File: src/rtl/ldr_decode_port_if.sv
// Processor load-port bundle: request/address in, registered word/error out, ack to retire.
// master = processor side, slave = decoder side.
interface ldr_decode_port_if;
    logic        rd_req;
    logic [31:0] rd_addr;
    logic        rd_ready;
    logic        rd_valid;
    logic [31:0] rd_data;
    logic        rd_err;
    logic        rd_ack;

    modport master (
        output rd_req, rd_addr, rd_ack,
        input  rd_ready, rd_valid, rd_data, rd_err
    );

    modport slave (
        input  rd_req, rd_addr, rd_ack,
        output rd_ready, rd_valid, rd_data, rd_err
    );
endinterface

File: src/rtl/ldr_decode_port.sv
// Load decoder: routes byte addresses to data memory (0-1023) or sprite regs (1024-1035); LDR_STATUS_EN adds sticky buttons at 1036-1039.
// Latency: register/unmapped reads valid 1 cycle after accept, memory reads MEM_LATENCY+1 edges after accept.
// Backpressure: one outstanding load; rd_ready only in IDLE, response held until rd_ack.
module ldr_decode_port #(
    parameter int MEM_LATENCY = 1,
    parameter int MEM_AW      = 8
) (
    input  logic                clk,
    input  logic                rst,
    ldr_decode_port_if.slave    rd,
    output logic                mem_rd_en,
    output logic [MEM_AW-1:0]   mem_addr,
    input  logic [31:0]         mem_rdata,
    input  logic [31:0]         player_pos,
    input  logic [31:0]         enemy1_pos,
    input  logic [31:0]         enemy2_pos,
    input  logic [3:0]          btn
);

    typedef enum logic [1:0] {IDLE, MEM_WAIT, RESP} state_t;

    state_t      state;
    state_t      state_nxt;
    logic        accept;
    logic [2:0]  cnt;
    logic [29:0] word;
    logic        hit_mem;
    logic        hit_player;
    logic        hit_enemy1;
    logic        hit_enemy2;
    logic [31:0] reg_data;
    logic        reg_err;
    logic        unused_addr;

    // Decode on the word index so the two ignored byte bits never matter.
    assign word        = rd.rd_addr[31:2];
    assign hit_mem     = (word < 30'd256);
    assign hit_player  = (word == 30'd256);
    assign hit_enemy1  = (word == 30'd257);
    assign hit_enemy2  = (word == 30'd258);
    assign unused_addr = ^rd.rd_addr[1:0];

`ifdef LDR_STATUS_EN
    logic       hit_status;
    logic [3:0] sticky;

    assign hit_status = (word == 30'd259);

    // Set wins over the read-clear so a press on the accept edge is not lost.
    always_ff @(posedge clk) begin
        if (rst) begin
            sticky <= '0;
        end else begin
            sticky <= ((accept && hit_status) ? 4'b0000 : sticky) | btn;
        end
    end
`else
    logic unused_btn;
    assign unused_btn = ^btn;
`endif

    always_comb begin
        reg_data = '0;
        reg_err  = 1'b1;
        if (hit_player) begin
            reg_data = player_pos;
            reg_err  = 1'b0;
        end else if (hit_enemy1) begin
            reg_data = enemy1_pos;
            reg_err  = 1'b0;
        end else if (hit_enemy2) begin
            reg_data = enemy2_pos;
            reg_err  = 1'b0;
        end
`ifdef LDR_STATUS_EN
        else if (hit_status) begin
            reg_data = {28'b0, sticky};
            reg_err  = 1'b0;
        end
`endif
    end

    always_comb begin
        state_nxt = state;
        accept    = 1'b0;
        case (state)
            IDLE: begin
                if (rd.rd_req) begin
                    accept    = 1'b1;
                    state_nxt = hit_mem ? MEM_WAIT : RESP;
                end
            end
            MEM_WAIT: begin
                if (cnt == 3'd0) begin
                    state_nxt = RESP;
                end
            end
            RESP: begin
                if (rd.rd_ack) begin
                    state_nxt = IDLE;
                end
            end
            default: state_nxt = IDLE;
        endcase
    end

    always_ff @(posedge clk) begin
        if (rst) begin
            state      <= IDLE;
            rd.rd_data <= '0;
            rd.rd_err  <= 1'b0;
            mem_rd_en  <= 1'b0;
            mem_addr   <= '0;
            cnt        <= '0;
        end else begin
            state     <= state_nxt;
            mem_rd_en <= accept && hit_mem;
            case (state)
                IDLE: begin
                    if (accept) begin
                        if (hit_mem) begin
                            mem_addr <= rd.rd_addr[MEM_AW+1:2];
                            cnt      <= MEM_LATENCY[2:0];
                        end else begin
                            rd.rd_data <= reg_data;
                            rd.rd_err  <= reg_err;
                        end
                    end
                end
                MEM_WAIT: begin
                    if (cnt == 3'd0) begin
                        rd.rd_data <= mem_rdata;
                        rd.rd_err  <= 1'b0;
                    end else begin
                        cnt <= cnt - 3'd1;
                    end
                end
                default: ;
            endcase
        end
    end

    assign rd.rd_ready = (state == IDLE);
    assign rd.rd_valid = (state == RESP);

endmodule

File: src/flat_wrapper.sv
// flat-port wrapper written by rule: the top's interface ports become plain ports
module ldr_decode_port_flat 
#(
    parameter int MEM_LATENCY = 1,
    parameter int MEM_AW      = 8
)
  (clk, rst, mem_rd_en, mem_addr, mem_rdata, player_pos, enemy1_pos, enemy2_pos, btn, rd_rd_req, rd_rd_addr, rd_rd_ack, rd_rd_ready, rd_rd_valid, rd_rd_data, rd_rd_err);
  ldr_decode_port_if rd_i ();
  input  logic clk;
  input  logic rst;
  output logic mem_rd_en;
  output logic [MEM_AW-1:0] mem_addr;
  input  logic [31:0] mem_rdata;
  input  logic [31:0] player_pos;
  input  logic [31:0] enemy1_pos;
  input  logic [31:0] enemy2_pos;
  input  logic [3:0] btn;
  input wire logic [$bits(rd_i.rd_req)-1:0] rd_rd_req;
  input wire logic [$bits(rd_i.rd_addr)-1:0] rd_rd_addr;
  input wire logic [$bits(rd_i.rd_ack)-1:0] rd_rd_ack;
  output wire logic [$bits(rd_i.rd_ready)-1:0] rd_rd_ready;
  output wire logic [$bits(rd_i.rd_valid)-1:0] rd_rd_valid;
  output wire logic [$bits(rd_i.rd_data)-1:0] rd_rd_data;
  output wire logic [$bits(rd_i.rd_err)-1:0] rd_rd_err;
  assign rd_i.rd_req = rd_rd_req;
  assign rd_i.rd_addr = rd_rd_addr;
  assign rd_i.rd_ack = rd_rd_ack;
  assign rd_rd_ready = rd_i.rd_ready;
  assign rd_rd_valid = rd_i.rd_valid;
  assign rd_rd_data = rd_i.rd_data;
  assign rd_rd_err = rd_i.rd_err;
  ldr_decode_port #(.MEM_LATENCY(MEM_LATENCY), .MEM_AW(MEM_AW)) u_core (.clk(clk), .rst(rst), .rd(rd_i), .mem_rd_en(mem_rd_en), .mem_addr(mem_addr), .mem_rdata(mem_rdata), .player_pos(player_pos), .enemy1_pos(enemy1_pos), .enemy2_pos(enemy2_pos), .btn(btn));
endmodule
File: config.mk
export PLATFORM = sky130hd
export DESIGN_NAME = ldr_decode_port_flat
export DESIGN_NICKNAME = d
export VERILOG_FILES = /design/src/rtl/ldr_decode_port_if.sv /design/src/rtl/ldr_decode_port.sv /design/src/flat_wrapper.sv
export SDC_FILE = /design/constraint.sdc
export NUM_CORES = 1
export LEC_CHECK = 0
export BUFFER_PORTS_ARGS = -buffer_cell sky130_fd_sc_hd__buf_4
export CAP_MARGIN = 30
export CORE_MARGIN = 3
export CORE_UTILIZATION = 44
export DETAILED_ROUTE_END_ITERATION = 10
export PLACE_DENSITY = 0.91
export RECOVER_POWER = 50
export SLEW_MARGIN = 20
export SYNTH_ARGS = -nofsm -noshare
export SYNTH_HDL_FRONTEND = slang
export SYNTH_SLANG_ARGS = --single-unit
File: constraint.sdc
create_clock -name clk -period 4.14 [get_ports clk]
set_input_delay 0.414 -clock clk [delete_from_list [all_inputs] [get_ports clk]]
set_output_delay 0.414 -clock clk [all_outputs]
set_load 0.02 [all_outputs]
==> results of run 1 <==
## final timing paths
check	from	endpoint	slack [ps]	cells past startpoint
max	rd_rd_addr[23]	u_core.rd.rd_data[18]	1360	8
min	rd_rd_addr[9]	u_core.mem_addr[7]	360	3
min reg2reg	u_core.rd.rd_data[4]	u_core.rd.rd_data[4]	470	1
max reg2reg	u_core.state[0]	u_core.rd.rd_data[18]	1830	5
## registers in the layout, summed over array words and instances (netlist names)
register,cells
u_core.mem_addr,8
u_core.rd.rd_data,32
u_core.state,2
u_core.mem_rd_en,1
u_core.rd.rd_err,1
u_core.cnt,3
## cell families after synthesis
family / count (synthesis) / share of synthesized area
simple gates: 135 / 0.218
compound gates: 109 / 0.249
flops: 47 / 0.321
mux: 40 / 0.137
buf+inv: 39 / 0.0636
fa+ha+maj: 2 / 0.00854
xor+xnor: 1 / 0.00299
## area by class of cell
class | instances | area [um^2]
tap | 77 | 96.3
timing repair buffer | 212 | 1430
clock inverter | 2 | 12.5
sequential | 47 | 941
inverter | 4 | 15.0
multi-input combinational | 287 | 1810
clock buffer | 6 | 72.6
fill | 576 | 2010
## through the flow
step                setup WS, ps  utilization  instances
finish                      1360        0.686        635
global route                1140        0.686        635
CTS                         1390        0.712        635
detailed placement          1080        0.698        627
global placement            1180        0.696        626
floorplan                   2410            -        373
## power groups by stage
stage	Clock, mW	Sequential, mW	Combinational, mW
after floorplan	0	0.466	0.0961
after global placement	0	0.465	0.231
after detailed placement	0	0.465	0.237
after CTS	0.282	0.454	0.237
after global routing	0.304	0.455	0.255
final	0.274	0.455	0.235
## synthesized netlist by cell type, drive strengths merged
master   instances
nand2           67
dfxtp           47
nor2            47
mux2i           40
a21oi           39
o21ai           33
a32o            32
clkbuf          21
buf             14
nor4             5
inv              4
nor3             4
a21o             2
and2             2
ha               2
nand2b           2
nand4            2
nor2b            2
a2111oi          1
a31oi            1
nand3            1
nand3b           1
nor3b            1
nor4b            1
o31ai            1
xnor2            1
## tightest hold or removal path, delay by kind of cell
family        cells  cell delay, ps
buf+inv           1              80
simple gates      1              70
mux               1              50
## layer usage
metal	up-vias	GRT usage	routed length [um]	share of wire
li1	1693	-	-	-
met1	1642	0.285	3910	0.38
met2	132	0.477	5400	0.52
met3	17	0.0762	883	0.085
met4	0	0.0683	196	0.019
met5	-	0	0	0
==> summary.md, run 1 <==
| Metric | Value |
|---|---|
| Slowest-stage cell, CP | `and2_1` |
| Die Y-Extent | `87.6 um` |
| Buffers plus inverters on the worst setup path | `3` |
| Via count | `between 3k and 4k` |
| Core Box Area | `6390 um^2` |
| Total track usage | `0.258` |
| Total power | `0.964 mW` |
| Final HPWL DP | `around 7800 um` |
| Largest net degree at the start of global routing | `38` |
| Worst skew pair latency | `~300 ps` |
| Warnings from Yosys | `0` |
| Hold_buf cts | `0` |
| Dominant cells by area after synthesis | `dfxtp_1 32%, mux2i_1 14%, a32o_1 11%, nand2_1 8.6%, a21oi_1 6.7%` |
| Clk buf depth | `2` |
| Area leader, netlist | `dfxtp_1` |
| WS Path Type | `in2reg` |
| Comb pwr share | `0.244` |
| Pwr dens | `between 200 and 250 nW/um^2` |
| Initial core utilization | `0.459` |
| Max stage delay on crit path | `about 500 ps` |
| Outcome | `complete, no violations` |
| Vias in the first global route | `roughly 3.5k` |
| Final setup violation count | `0` |
| Static Leakage | `2.00 nW` |
| RSZ-0062 raised after global routing | `no` |
| GPL Wtd Cong | `around 0.87` |
| Clk root buf | `clkbuf_8` |
| Rows | `29` |
| DRC | `0` |
| Final min period | `2780 ps` |
| Period utilization | `0.670` |
| Clk sink count | `47` |
| Worst hold margin | `358 ps` |
| Mapped Cells | `roughly 370` |
| ANT nets after route | `0` |
| Slew Limit Fails | `0` |
| Synthesized area | `just under 3000 um^2` |
| Layout Nets | `727` |
| Commonest non-fill, non-tap cell in the layout | `buf_4` |
| Final Hold Violating Endpoints | `0` |
| Synthesized Nets | `between 500 and 600` |
| Peak Freq | `approximately 360 MHz` |
| Drt initial violations | `approximately 120` |
| Critical-path maximum fanout | `37` |
| Crit path cell chain | `buf_4, nor4_4, nand4_4, o21ai_4, buf_4, and2_1, buf_4, a32o_1` |
| H-tree Lvls | `2` |
| Cell-internal power | `between 0.7 and 0.8 mW` |
| CTS tree | `built` |
| Critical path arrival | `approximately 3000 ps` |
| Worst EP required | `4370 ps` |
| Pre-Repair DR Iteration Count | `4` |
| N_diodes | `0` |
| Die ar. | `~7700 um^2` |
| Area growth, synth to finish | `49.5%` |
| Post-CTS sizing | `0` |
| Share of cells above drive strength 1 | `0.332` |
| First-pass GRT wire length | `~16000 um` |
| Synth Register Bits | `between 40 and 50` |
| Flop pwr share | `0.472` |
| Initial antenna violation count | `0` |
| Ports | `about 210` |
| Clock Skew | `11.2 ps` |
| Setup TNS | `0 ps` |
| Die span in x | `87.6 um` |
| HP Class | `in2reg` |
| Crit path capture type | `flop` |
| Final instance area | `around 4400 um^2` |
| VDD IR max | `roughly 0.00017 V` |
| Max-Cap Viols | `0` |
| WL/cell | `roughly 16 um` |
| Most frequent cell on the critical path | `buf_4` |
| Share of the synthesized area in the top cell type | `0.321` |
| Netlist cell types | `33` |
| Switching power | `0.256 mW` |
| Actual slew at the worst max-slew pin | `roughly 720 ps` |
| Clk network pwr share | `0.284` |
| GRT overflow | `0` |
| Switching part of the total | `0.266` |
| Vias per inst | `5.49` |
| Num CTS Buffers | `5` |
| Post-CTS Setup Inserts | `0` |
| Slew HR | `0.515` |
| Most frequent cells in the layout | `167 x buf_4, 67 x nand2_1, 47 x dfxtp_1` |
| Crit path max-delay family | `simple AND/OR/NAND/NOR gates` |
| Total Wirelength | `around 10000 um` |
| Register area share after synthesis | `0.321` |
| Clock transition at path regs | `roughly 90 ps` |
| Input/output buffers | `between 200 and 250` |
| Syn_area_per_cell | `between 7 and 8 um^2` |
| Crit start category | `input pin` |
| Placement Cell Area | `4460 um^2` |
Note: power is estimated with default switching activity, not from simulation.
==> inputs of run 2 (changes only) <==
ABC_AREA = 1   (was not set)
PLACE_DENSITY = 0.87   (was 0.91)
clock period = 2.7 ns   (was 4.14 ns; I/O delays follow)
==> run 2 against run 1 <==
Net effect: cell area is 11% higher; critical path depth is 2 lower; clock power is 55% higher; synthesized cell count is 57% higher; wire length is 14% higher; clock skew is 3.1 ps lower; sequential cell count stayed put; die area is 15% higher; largest cell class unchanged; highest routed layer unchanged.
==> summary.md, run 2 <==
| Metric | Value |
|---|---|
| Post-CTS sizing | `0 (unchanged)` |
| Area leader, netlist | `dfxtp_1` |
| Met2 Use GR | `0.467 (-0.0102)` |
| Placement Cell Area | `4940 um^2 (+11%)` |
| Crit path capture type | `flop` |
| Initial core utilization | `0.463 (+0.00430)` |
| Share of cells above drive strength 1 | `0.287 (-0.0445)` |
| GRT overflow | `0 (unchanged)` |
| Outcome | `complete, no violations` |
| Setup TNS | `0 ps (unchanged)` |
| Comb pwr share | `0.209 (-0.035)` |
| Share of the synthesized area in the top cell type | `0.276 (-0.0454)` |
| Final setup violation count | `0 (unchanged)` |
| Critical path arrival | `2260 ps (-750 ps)` |
| Peak Freq | `around 480 MHz` |
| Switching part of the total | `0.259 (-0.00624)` |
| Most frequent cell on the critical path | `nor2_1` |
| Max-Cap Viols | `0 (unchanged)` |
| Most frequent cells after synthesis | `171 x nand2_1, 101 x nor2_1, 51 x a21oi_1` |
| Drt initial violations | `200 (+69%)` |
| Mux share of post-synthesis cell area | `0 (-0.137)` |
| Crit start category | `flop` |
| Layout Nets | `939 (+29%)` |
| CTS tree | `built` |
| Synth Area in Compound Gates | `0.187 (-0.0623)` |
| Top reg by flops | `u_core.rd.rd_data` |
| Clk buf depth | `2 (unchanged)` |
| Max reg flops | `32 (unchanged)` |
| Max stage delay on crit path | `730 ps (+220 ps)` |
| Slew HR | `0.503 (-0.0117)` |
| Ys flop type | `dfxtp_1` |
| Static Leakage | `2.51 nW (+26%)` |
| Syn_area_per_cell | `5.83 um^2 (-26%)` |
| GPL Wtd Cong | `0.836 (-4.2%)` |
| Slowest-stage cell, CP | `nand2_4` |
| Area growth, synth to finish | `42.1%` |
| Via count | `4471 (+28%)` |
| Rows | `31 (+6.9%)` |
| Mapped Cells | `585 (+57%)` |
| Die span in x | `94.1 um (+7.4%)` |
| GR peak layer | `met2` |
| Clk network pwr share | `0.300 (+0.016)` |
| Cell-internal power | `1.05 mW (+48%)` |
| Synthesized Nets | `755 (+39%)` |
| Clock transition at path regs | `90 ps (about the same)` |
| Switching power | `0.367 mW (+44%)` |
| ANT nets after route | `0 (unchanged)` |
| Critical-path maximum fanout | `66 (+78%)` |
| Worst skew pair latency | `300 ps (about the same)` |
| Fillcell total | `709 (+23%)` |
| Total Wirelength | `11800 um (+14%)` |
| Dominant cells by area after synthesis | `dfxtp_1 28%, nand2_1 19%, nor2_1 11%, a21oi_1 7.5%, nand3_1 5.0%` |
| Final Hold Violating Endpoints | `0 (unchanged)` |
| WL/cell | `13.6 um (-17%)` |
| Post-Synth Adder-Cell Area | `0.00733 (-0.00121)` |
| Crit path cell chain | `nor2_1, nand3_1, nand2_4, nor2_1, o21ai_1, a21oi_1` |
| Buffers plus inverters on the worst setup path | `0 (-3)` |
| RSZ-0062 raised after global routing | `no` |
| Largest regs | `u_core.rd.rd_data x32, u_core.mem_addr x8, u_core.cnt x3` |
| Flop pwr share | `0.492 (+0.020)` |
| Main combinational cell family by area after synthesis | `simple AND/OR/NAND/NOR gates` |
| Final HPWL DP | `8710 um (+11%)` |
| Die ar. | `8850 um^2 (+15%)` |
| Input/output buffers | `205 (unchanged)` |
| Worst EP required | `2870 ps (-1500 ps)` |
| Crit path max-delay family | `simple AND/OR/NAND/NOR gates` |
| WS Path Type | `reg2reg` |
| First-pass GRT wire length | `18600 um (+17%)` |
| Total power | `1.42 mW (+47%)` |
| Total track usage | `0.259 (+0.00128)` |
| GR Layer Usage met1 | `0.297 (+0.0122)` |
| Synth Register Bits | `47 (unchanged)` |
| Initial antenna violation count | `0 (unchanged)` |
| Xor/xnor cell area share of the yosys netlist | `0.00257 (-0.000423)` |
| Clock Skew | `8.08 ps (-3.14 ps)` |
| Final min period | `about 2100 ps` |
| Post-synth EDFFs | `0 (unchanged)` |
| Synthesized area | `3410 um^2 (+16%)` |
| Hold_buf cts | `0 (unchanged)` |
| DRC | `0 (unchanged)` |
| Post-Synth Simple-Gate Area | `0.407 (+0.189)` |
| Clk sink count | `47 (unchanged)` |
| Warnings from Yosys | `0 (unchanged)` |
| Synth async-reset ratio | `0 (unchanged)` |
| N_diodes | `0 (unchanged)` |
| Most frequent cells in the layout | `170 x nand2_1, 170 x buf_4, 100 x nor2_1` |
| Netlist cell types | `27 (-18%)` |
| Most common cell in the netlist | `nand2_1` |
| Core Box Area | `7370 um^2 (+15%)` |
| Pwr dens | `292 nW/um^2 (+33%)` |
| VDD IR max | `0.000181 V (+4.6%)` |
| Pre-Repair DR Iteration Count | `5 (+1)` |
| Met3 Use GR | `0.0489 (-0.0273)` |
| Ports | `212 (unchanged)` |
| Vias per inst | `5.14 (-6.2%)` |
| Die Y-Extent | `94.1 um (+7.4%)` |
| Slew Limit Fails | `0 (unchanged)` |
| Num CTS Buffers | `5 (unchanged)` |
| H-tree Lvls | `2 (unchanged)` |
| Register area share after synthesis | `0.276 (-0.0454)` |
| Post-CTS Setup Inserts | `0 (unchanged)` |
| Actual slew at the worst max-slew pin | `745 ps (+20.1 ps)` |
| HP Class | `in2reg` |
| Vias in the first global route | `4253 (+23%)` |
| Largest net degree at the start of global routing | `67 (+76%)` |
| Period utilization | `0.772` |
| Clk root buf | `clkbuf_8` |
| Final instance area | `4850 um^2 (+11%)` |
## run 2: changes by cell type after synthesis, moves of 5 or more
| cell | change |
|---|---|
| inv_1 | +39 |
| a21oi_2 | +19 |
| o21ai_0 | -21 |
| mux2i_1 | -40 |
| o21ai_1 | +32 |
| nand2_1 | +104 |
| a32o_1 | -32 |
| clkbuf_1 | -8 |
| a21oi_1 | +12 |
| nand3_1 | +33 |
| buf_2 | +5 |
| nor3_1 | +6 |
| nand2_2 | +11 |
| nor2_1 | +55 |
## run 2: cells by family after synthesis
logic type	count (synthesis)
and+or+nand+nor	336
AOI/OAI and AO/OA	113
buffers and inverters	86
DFF	47
adders and majority gates	2
xor gates and xnor gates	1
## run 2: worst paths after layout
path              slack [ps]                     to                   from  cells past startpoint
setup / recovery         620  u_core.rd.rd_data[26]        u_core.state[0]                      6
hold / removal           210     u_core.mem_addr[5]          rd_rd_addr[7]                      3
setup reg to reg         620  u_core.rd.rd_data[26]        u_core.state[0]                      6
hold reg to reg          470  u_core.rd.rd_data[26]  u_core.rd.rd_data[26]                      2
## run 2: metal layers
metal / vias up / wire [um]
met1: 1987 / 4570
met5: - / 0
met4: 0 / 382
li1: 2205 / -
met3: 35 / 1180
met2: 244 / 5720
## run 2: metrics by stage
stage / hold slack, ps / cells / setup slack, ps / util
final: 209 / 869 / 617 / 0.658
after global routing: 211 / 869 / 330 / 0.658
after CTS: 204 / 869 / 706 / 0.681
after detailed placement: 456 / 861 / 510 / 0.670
after global placement: 452 / 861 / 562 / 0.670
after floorplan: 412 / 585 / 1130 / -
## run 2: worst min-delay path: cells and delay by family
kind | cells | cell delay (ps)
and+or+nand+nor | 2 | 120
buffers and inverters | 1 | 80
## run 2: power by group through the flow
stage	registers, mW	clock network [mW]	logic [mW]
finish	0.696	0.424	0.296
global route	0.697	0.466	0.323
CTS	0.696	0.435	0.299
detailed placement	0.713	0	0.297
global placement	0.712	0	0.293
floorplan	0.714	0	0.107
## run 2: cell type report
cell class,count,area (um^2),share of cell area
tap,99,124,0.0255
multi-input combinational,452,2060,0.425
sequential,47,941,0.194
inverter,48,180,0.0371
clock inverter,3,15.0,0.00310
timing repair buffer,215,1460,0.301
clock buffer,5,68.8,0.0142
==> inputs of run 3 (changes only) <==
ABC_AREA = 0   (was 1)
CORE_UTILIZATION = 37   (was 44)
PLACE_DENSITY = 0.82   (was 0.87)
clock period = 1.71 ns   (was 2.7 ns; I/O delays follow)
==> run 3 against run 2 <==
Net effect: fmax up 32%; critical endpoint is now u_core.rd.rd_data[16]; register-to-register slack worse by 490 ps; cell area down 6.6%; clock skew up 1.7 ps; critical path type unchanged.
==> summary.md, run 3 (synthesized netlist as in run 1, its figures left out) <==
| Metric | Value |
|---|---|
| Outcome | `complete, no violations` |
| Core Box Area | `7450 um^2 (+1.1%)` |
| WS Path Type | `reg2reg` |
| Num CTS Buffers | `5 (unchanged)` |
| GPL Wtd Cong | `0.774 (-7.4%)` |
| Input/output buffers | `205 (unchanged)` |
| Finished Core Util | `0.608 (-0.0499)` |
| Clk buf depth | `2 (unchanged)` |
| First-pass GRT wire length | `16300 um (-12%)` |
| Crit start category | `flop` |
| Initial core utilization | `0.393 (-0.0697)` |
| Slew HR | `0.615 (+0.112)` |
| H-tree Lvls | `2 (unchanged)` |
| Vias in the first global route | `3498 (-18%)` |
| Final min period | `1580 ps (-501 ps)` |
| Final HPWL DP | `8090 um (-7.1%)` |
| WL/cell | `15.8 um (+16%)` |
| Largest regs | `u_core.rd.rd_data x32, u_core.mem_addr x8, u_core.cnt x3` |
| Worst setup endpoint | `u_core.rd.rd_data[16]` |
| Post-CTS Setup Inserts | `0 (unchanged)` |
| ANT nets after route | `0 (unchanged)` |
| DRC | `0 (unchanged)` |
| Critical path startpoint | `u_core.cnt[0]` |
| Largest net degree at the start of global routing | `35 (-48%)` |
| Slew Limit Fails | `0 (unchanged)` |
| Pwr dens | `520 nW/um^2 (+78%)` |
| Initial antenna violation count | `0 (unchanged)` |
| Total track usage | `0.226 (-0.0327)` |
| HP Class | `in2reg` |
| Die ar. | `9020 um^2 (+2.0%)` |
| Static Leakage | `2.06 nW (-18%)` |
| Final setup violation count | `0 (unchanged)` |
| Worst EP required | `1900 ps (-970 ps)` |
| Worst reg2reg path depth | `8 (+2)` |
| Vias per inst | `5.23 (+1.7%)` |
| DP Cell Count | `659 (-23%)` |
| Worst skew pair latency | `300 ps (about the same)` |
| Total Wirelength | `10500 um (-11%)` |
| Area growth, synth to finish | `54.6%` |
| CTS tree | `built` |
| Hold path start | `rd_rd_addr[6]` |
| Top reg by flops | `u_core.rd.rd_data` |
| Ports | `212 (unchanged)` |
| Worst R2R End | `u_core.rd.rd_data[16]` |
| Hold_buf cts | `0 (unchanged)` |
| Most frequent cells in the layout | `178 x buf_4, 67 x nand2_1, 47 x dfxtp_1` |
| Clk sink count | `47 (unchanged)` |
| Via count | `3494 (-22%)` |
| N_diodes | `0 (unchanged)` |
| Clk root buf | `clkbuf_8` |
| Min setup slack post-route | `128 ps (-489 ps)` |
| VDD IR max | `0.000356 V (+96%)` |
| Clock transition at path regs | `90 ps (about the same)` |
| Critical-path maximum fanout | `11 (-83%)` |
| Pre-CTS setup slack | `-177 ps (-687 ps)` |
| Drt initial violations | `119 (-41%)` |
| Non-Filler Instances | `668 (-23%)` |
| Actual slew at the worst max-slew pin | `577 ps (-167 ps)` |
| R2R setup slack | `130 ps (-490 ps)` |
| Max-Cap Viols | `0 (unchanged)` |
| Die span in x | `95.0 um (+0.98%)` |
| Final Hold Violating Endpoints | `0 (unchanged)` |
| Total power | `2.36 mW (+67%)` |
| Worst r2r src | `u_core.cnt[0]` |
| Share of cells above drive strength 1 | `0.353 (+0.0662)` |
| Rows | `31 (unchanged)` |
| Setup TNS | `0 ps (unchanged)` |
| Critical path arrival | `1770 ps (-490 ps)` |
| GRT overflow | `0 (unchanged)` |
| Period utilization | `0.925 (+0.154)` |
| Layout Nets | `738 (-21%)` |
| Die Y-Extent | `95.0 um (+0.98%)` |
| Clock Skew | `9.79 ps (+1.71 ps)` |
| Peak Freq | `632 MHz (+32%)` |
| Commonest non-fill, non-tap cell in the layout | `buf_4` |
| Max reg flops | `32 (unchanged)` |
| Pre-Repair DR Iteration Count | `5 (unchanged)` |
| Crit path capture type | `flop` |
-- run 3: changes by cell type in the layout (fill, tap and decap cells not counted), moves of 34 or more --
cell     change
nor2_1      -55
nand3_1     -34
inv_1       -39
nand2_1    -103
mux2i_1     +40
-- run 3: routing by layer --
layer  track usage  routed length [um]
met1         0.258                3940
met5             0                   0
met4        0.0493                 125
met3        0.0582                1010
met2         0.421                5460
-- run 3: how the worst min path moves through the flow --
stage | endpoint | slack [ps] | cells past startpoint
2_1_floorplan | u_core.mem_addr[2] | 320 | 2
3_3_place_gp | u_core.mem_addr[2] | 420 | 3
3_5_place_dp | u_core.mem_addr[4] | 430 | 3
4_1_cts | u_core.mem_addr[5] | 110 | 3
5_1_grt | u_core.mem_addr[2] | 110 | 3
6_report | u_core.mem_addr[4] | 110 | 3
-- run 3: what timing repair did --
| action | 4_1_cts | 5_1_grt |
|---|---|---|
| endpoints found under the hold margin | 0 | 0 |
| endpoints found under the setup margin | 0 | 7 |
| gates resized for setup | 0 | 3 |
-- run 3: layout make-up --
class                      instances  area, um^2
clock buffer                       7        76.3
clock inverter                     1        5.00
fill                             702        2920
inverter                           4        15.0
multi-input combinational        287        1820
sequential                        47         941
tap                               99         124
timing repair buffer             223        1550
-- run 3: critical path: stages, from the launching register on --
cell	delay [ps]
dfxtp_1	330
inv_1	100
ha_2	200
nand2b_1	90
nor2_2	140
nor2_1	50
and2_1	180
buf_4	180
a32o_1	210
-- run 3: power by group --
group	switching [mW]	internal [mW]	total, mW
Clock	0.376	0.288	0.664
Sequential	0.00300	1.10	1.10
Combinational	0.244	0.350	0.594
-- run 3: through the flow --
step / hold slack (ps) / cell area, um^2
3_5_place_dp: 427 / 4580
5_1_grt: 111 / 4530
6_report: 113 / 4530
3_3_place_gp: 416 / 4580
4_1_cts: 111 / 4660
2_1_floorplan: 318 / 2930
